### src/rtl/lot_sensor_debounce.sv
// Two-channel debounce and edge extraction for the lot gate sensors A and B.
// Optional stuck-high detection is built only when LOT_STUCK_DETECT_EN is defined.

module lot_debounce_channel #(
    parameter int STABLE_CYCLES = 500_000,
    parameter int STUCK_CYCLES  = 500_000_000,
    parameter int CNT_W         = $clog2(STABLE_CYCLES + 1)
) (
    input  logic clk,
    input  logic reset,
    input  logic raw,
    output logic level,
    output logic rise,
    output logic fall,
    output logic stuck
);

    typedef enum logic [1:0] {
        LO,
        CHK_HI,
        HI,
        CHK_LO
    } state_t;

    localparam logic [CNT_W-1:0] LAST     = CNT_W'(STABLE_CYCLES - 1);
    localparam bit               ONE_SHOT = (STABLE_CYCLES == 1);

    state_t           state;
    logic [CNT_W-1:0] cnt;
    logic             going_hi;
    logic             going_lo;

    // With a single-sample window a change is accepted straight from the settled state.
    assign going_hi = raw  && ((state == CHK_HI && cnt == LAST) || (ONE_SHOT && state == LO));
    assign going_lo = !raw && ((state == CHK_LO && cnt == LAST) || (ONE_SHOT && state == HI));

    always_ff @(posedge clk) begin
        if (reset) begin
            state <= LO;
            cnt   <= '0;
            level <= 1'b0;
            rise  <= 1'b0;
            fall  <= 1'b0;
        end else begin
            rise <= 1'b0;
            fall <= 1'b0;
            case (state)
                LO: begin
                    if (going_hi) begin
                        state <= HI;
                        cnt   <= '0;
                        level <= 1'b1;
                        rise  <= 1'b1;
                    end else if (raw) begin
                        state <= CHK_HI;
                        cnt   <= CNT_W'(1);
                    end
                end
                CHK_HI: begin
                    if (!raw) begin
                        state <= LO;
                        cnt   <= '0;
                    end else if (going_hi) begin
                        state <= HI;
                        cnt   <= '0;
                        level <= 1'b1;
                        rise  <= 1'b1;
                    end else begin
                        cnt <= cnt + CNT_W'(1);
                    end
                end
                HI: begin
                    if (going_lo) begin
                        state <= LO;
                        cnt   <= '0;
                        level <= 1'b0;
                        fall  <= 1'b1;
                    end else if (!raw) begin
                        state <= CHK_LO;
                        cnt   <= CNT_W'(1);
                    end
                end
                CHK_LO: begin
                    if (raw) begin
                        state <= HI;
                        cnt   <= '0;
                    end else if (going_lo) begin
                        state <= LO;
                        cnt   <= '0;
                        level <= 1'b0;
                        fall  <= 1'b1;
                    end else begin
                        cnt <= cnt + CNT_W'(1);
                    end
                end
                default: begin
                    state <= LO;
                    cnt   <= '0;
                    level <= 1'b0;
                end
            endcase
        end
    end

`ifdef LOT_STUCK_DETECT_EN
    localparam int            SW        = $clog2(STUCK_CYCLES + 1);
    localparam logic [SW-1:0] STUCK_MAX = SW'(STUCK_CYCLES);

    logic [SW-1:0] stuck_cnt;

    // Cleared on the same edge the level falls, so stuck drops together with the fall strobe.
    always_ff @(posedge clk) begin
        if (reset || !level || going_lo) begin
            stuck_cnt <= '0;
            stuck     <= 1'b0;
        end else if (stuck_cnt != STUCK_MAX) begin
            stuck_cnt <= stuck_cnt + SW'(1);
            stuck     <= (stuck_cnt + SW'(1) == STUCK_MAX);
        end
    end
`else
    assign stuck = 1'b0;
`endif

endmodule

module lot_sensor_debounce #(
    parameter int STABLE_CYCLES = 500_000,
    parameter int STUCK_CYCLES  = 500_000_000,
    parameter int CNT_W         = $clog2(STABLE_CYCLES + 1)
) (
    input  logic clk,
    input  logic reset,
    input  logic raw_a,
    input  logic raw_b,
    output logic a,
    output logic b,
    output logic a_rise,
    output logic a_fall,
    output logic b_rise,
    output logic b_fall,
    output logic stuck_a,
    output logic stuck_b
);

    lot_debounce_channel #(
        .STABLE_CYCLES(STABLE_CYCLES),
        .STUCK_CYCLES (STUCK_CYCLES),
        .CNT_W        (CNT_W)
    ) u_chan_a (
        .clk  (clk),
        .reset(reset),
        .raw  (raw_a),
        .level(a),
        .rise (a_rise),
        .fall (a_fall),
        .stuck(stuck_a)
    );

    lot_debounce_channel #(
        .STABLE_CYCLES(STABLE_CYCLES),
        .STUCK_CYCLES (STUCK_CYCLES),
        .CNT_W        (CNT_W)
    ) u_chan_b (
        .clk  (clk),
        .reset(reset),
        .raw  (raw_b),
        .level(b),
        .rise (b_rise),
        .fall (b_fall),
        .stuck(stuck_b)
    );

endmodule
### config.mk
export PLATFORM = sky130hd
export DESIGN_NAME = lot_sensor_debounce
export DESIGN_NICKNAME = d
export VERILOG_FILES = /design/src/rtl/lot_sensor_debounce.sv
export SDC_FILE = /design/constraint.sdc
export NUM_CORES = 1
export LEC_CHECK = 0
export BUFFER_PORTS_ARGS = -buffer_cell sky130_fd_sc_hd__buf_2
export CORE_MARGIN = 1
export CORE_UTILIZATION = 60
export DETAILED_ROUTE_END_ITERATION = 12
export GPL_TIMING_DRIVEN = 1
export HOLD_SLACK_MARGIN = 0.08
export PLACE_DENSITY = 0.78
export SETUP_SLACK_MARGIN = 0.05
export SLEW_MARGIN = 20
export SYNTH_ARGS = -nofsm -noshare
export SYNTH_HDL_FRONTEND = slang
export SYNTH_SLANG_ARGS = --single-unit
### constraint.sdc
create_clock -name clk -period 2.4 [get_ports clk]
set_input_delay 0.12 -clock clk [delete_from_list [all_inputs] [get_ports clk]]
set_output_delay 0.12 -clock clk [all_outputs]
set_load 0.03 [all_outputs]
==> results.txt <==
status: complete, no violations
sequential element share of the synthesized area: 0.402
Post-Synthesis Cells: 277
total CTS buffers: 5
vias in the first global route: 1704
placed cell area: 2440 um2
dpl hpwl: 3150 um
Initial Util: 0.639
# Post-CTS Setup Buffers: 0
clk_lat worst skew: 0.30 ns
WL per Instance: 13.7 um
DRC Markers: 0
fin nets: 291
top post-synthesis cells by area: dfxtp_1, xnor2_1, nor2_1
post-route core utilization: 0.684
RD Place Congestion: 0.882
Slew Limit Headroom: 0.631
Yosys warnings: 0
Worst Path Max Fanout: 12
Die ar.: 4240 um2
fin area: 2560 um2
fin crit share: 0.818
Worst Clk Skew: 0.0116 ns
Leakage: 0.840 nW
IO Pins: 12
largest net degree at the start of global routing: 23
Post-Syn Area: 2390 um2
Worst Path Arrival: 2.13 ns
maxcap violations: 0
Final Max Tran Viols: 0
top cell type's share of synthesized area: 0.402
DRT Wirelength: 4570 um
Hold Crit Class: primary input to flip-flop
DRT Pass-1 Iters: 4
Period minus WS final: 1.96 ns
CTS tree: built
First DRT Iteration DRCs: 191
total grt overflow: 0
Die H: 65.1 um
Startpoint Class: flip-flop
top-count cell post-synth: dfxtp_1
Overall Global Routing Usage: 0.234
top cells by count, synth: dfxtp_1, nor2_1, nand2_1, nand3_1, xnor2_1
Via density: 5.87
number of synthesized flops with an enable pin: 0
Area Growth Syn to Fin: 7.12%
Worst Hold Slack: 0.102 ns
# resized after CTS: 0
Hold Buf Count CTS: 1
die width: 65.1 um
syn_area_per_cell: 8.63 um2
Cell Pwr Density: 561 nW/um2
setup total negative slack: 0 ns
antenna cells: 0
antenna violations before repair: 0
Setup crit end kind: flip-flop
port bufs: 9
crit path kind: flip-flop to flip-flop
first-pass GRT wire length: 7730 um
DR vias: 1962
CTS Sinks: 48
pre-CTS WS: 0.431 ns
Post-Layout Cell Count: 334
Std-Cell Rows: 22
Post-synth ARST share: 0
Distinct cells, synth: 56
Fillers: 310
Setup-failing EPs final: 0
top_reg_cell synth: dfxtp_1
Worst-Margin Slew: 0.551 ns
final hold vios: 0
Worst VDD drop: 402 uV
synthesis-stage register bit count: 48
share of layout cells above drive strength 1: 0.115
placed insts: 325
Clock transition at path regs: 0.08 ns
CTS root buf: clkbuf_8
RSZ-0062 raised after global routing: no
required time of the critical path: 2.57 ns
Routed Antenna Nets: 0
core region area: 3740 um2
fmax: 509 MHz
fin worst setup slack: 0.437 ns
Tot Pwr: 1.44 mW
leading area contributor after synthesis: dfxtp_1
H-tree levels: 2
CTS max path bufs: 2
==> routing by layer <==
| metal | track usage | part of all wire |
|---|---|---|
| met5 | 0 | 0 |
| met4 | 0.0897 | 0.021 |
| met3 | 0.0573 | 0.034 |
| met2 | 0.378 | 0.48 |
| met1 | 0.303 | 0.47 |
==> sequential cells by signal, indices dropped and copies added (netlist names), named ones only <==
register and cells:
u_chan_a.cnt 19, u_chan_b.level 1, u_chan_a.state 1, u_chan_b.fall 1, u_chan_a.rise 1, u_chan_b.state 1
u_chan_b.cnt 19, u_chan_b.rise 1, u_chan_a.fall 1, u_chan_a.level 1
==> kinds of logic after synthesis <==
family,share of synthesized area
AND/OR/NAND/NOR,0.324
AO/OA/AOI/OAI,0.119
multiplexers,0.00419
XOR/XNOR,0.0979
adder cells (fa/ha/maj),0.0105
buffers and inverters,0.0408
flip-flops,0.402
other,0.00157
==> worst paths after layout <==
path	cells past startpoint	slack, ns	end	startpoint
max	5	0.44	u_chan_b.cnt[14]	u_chan_b.cnt[6]
min	2	0.10	u_chan_a.fall	raw_a
min reg2reg	2	0.50	u_chan_b.level	u_chan_b.level
max reg2reg	5	0.44	u_chan_b.cnt[14]	u_chan_b.cnt[6]
==> critical path: stages (launching register included) <==
cell	delay (ns)
dfxtp_1	0.36
or4_4	0.55
nor3_4	0.24
a21oi_2	0.15
o21ai_2	0.43
nor2_1	0.11
==> report_power, final <==
| group | switching [mW] | internal, mW | leakage [nW] |
|---|---|---|---|
| clock | 0.258 | 0.309 | 0.0552 |
| sequential | 0.00814 | 0.801 | 0.388 |
| combinational | 0.0443 | 0.0161 | 0.398 |
==> area by class of cell <==
cell class | instances | area, um2 | share of cell area
clock buffer | 6 | 72.6 | 0.0283
inverter | 9 | 33.8 | 0.0132
tap | 48 | 60.1 | 0.0234
multi-input combinational | 210 | 1340 | 0.522
clock inverter | 2 | 35.0 | 0.0137
sequential | 48 | 961 | 0.375
timing repair buffer | 11 | 62.6 | 0.0244
==> placed cells by master, fill, tap and decap left out, types with 7 or more instances in the layout <==
cell type	instances
dfxtp_1	48
nor2_1	37
nand2_1	21
nand3_1	18
xnor2_1	17
a21oi_1	12
inv_1	9
nor3_1	9
nor4_1	9
buf_2	9
and3_1	8
o21ai_0	7
Note: power is estimated with default switching activity, not from simulation.
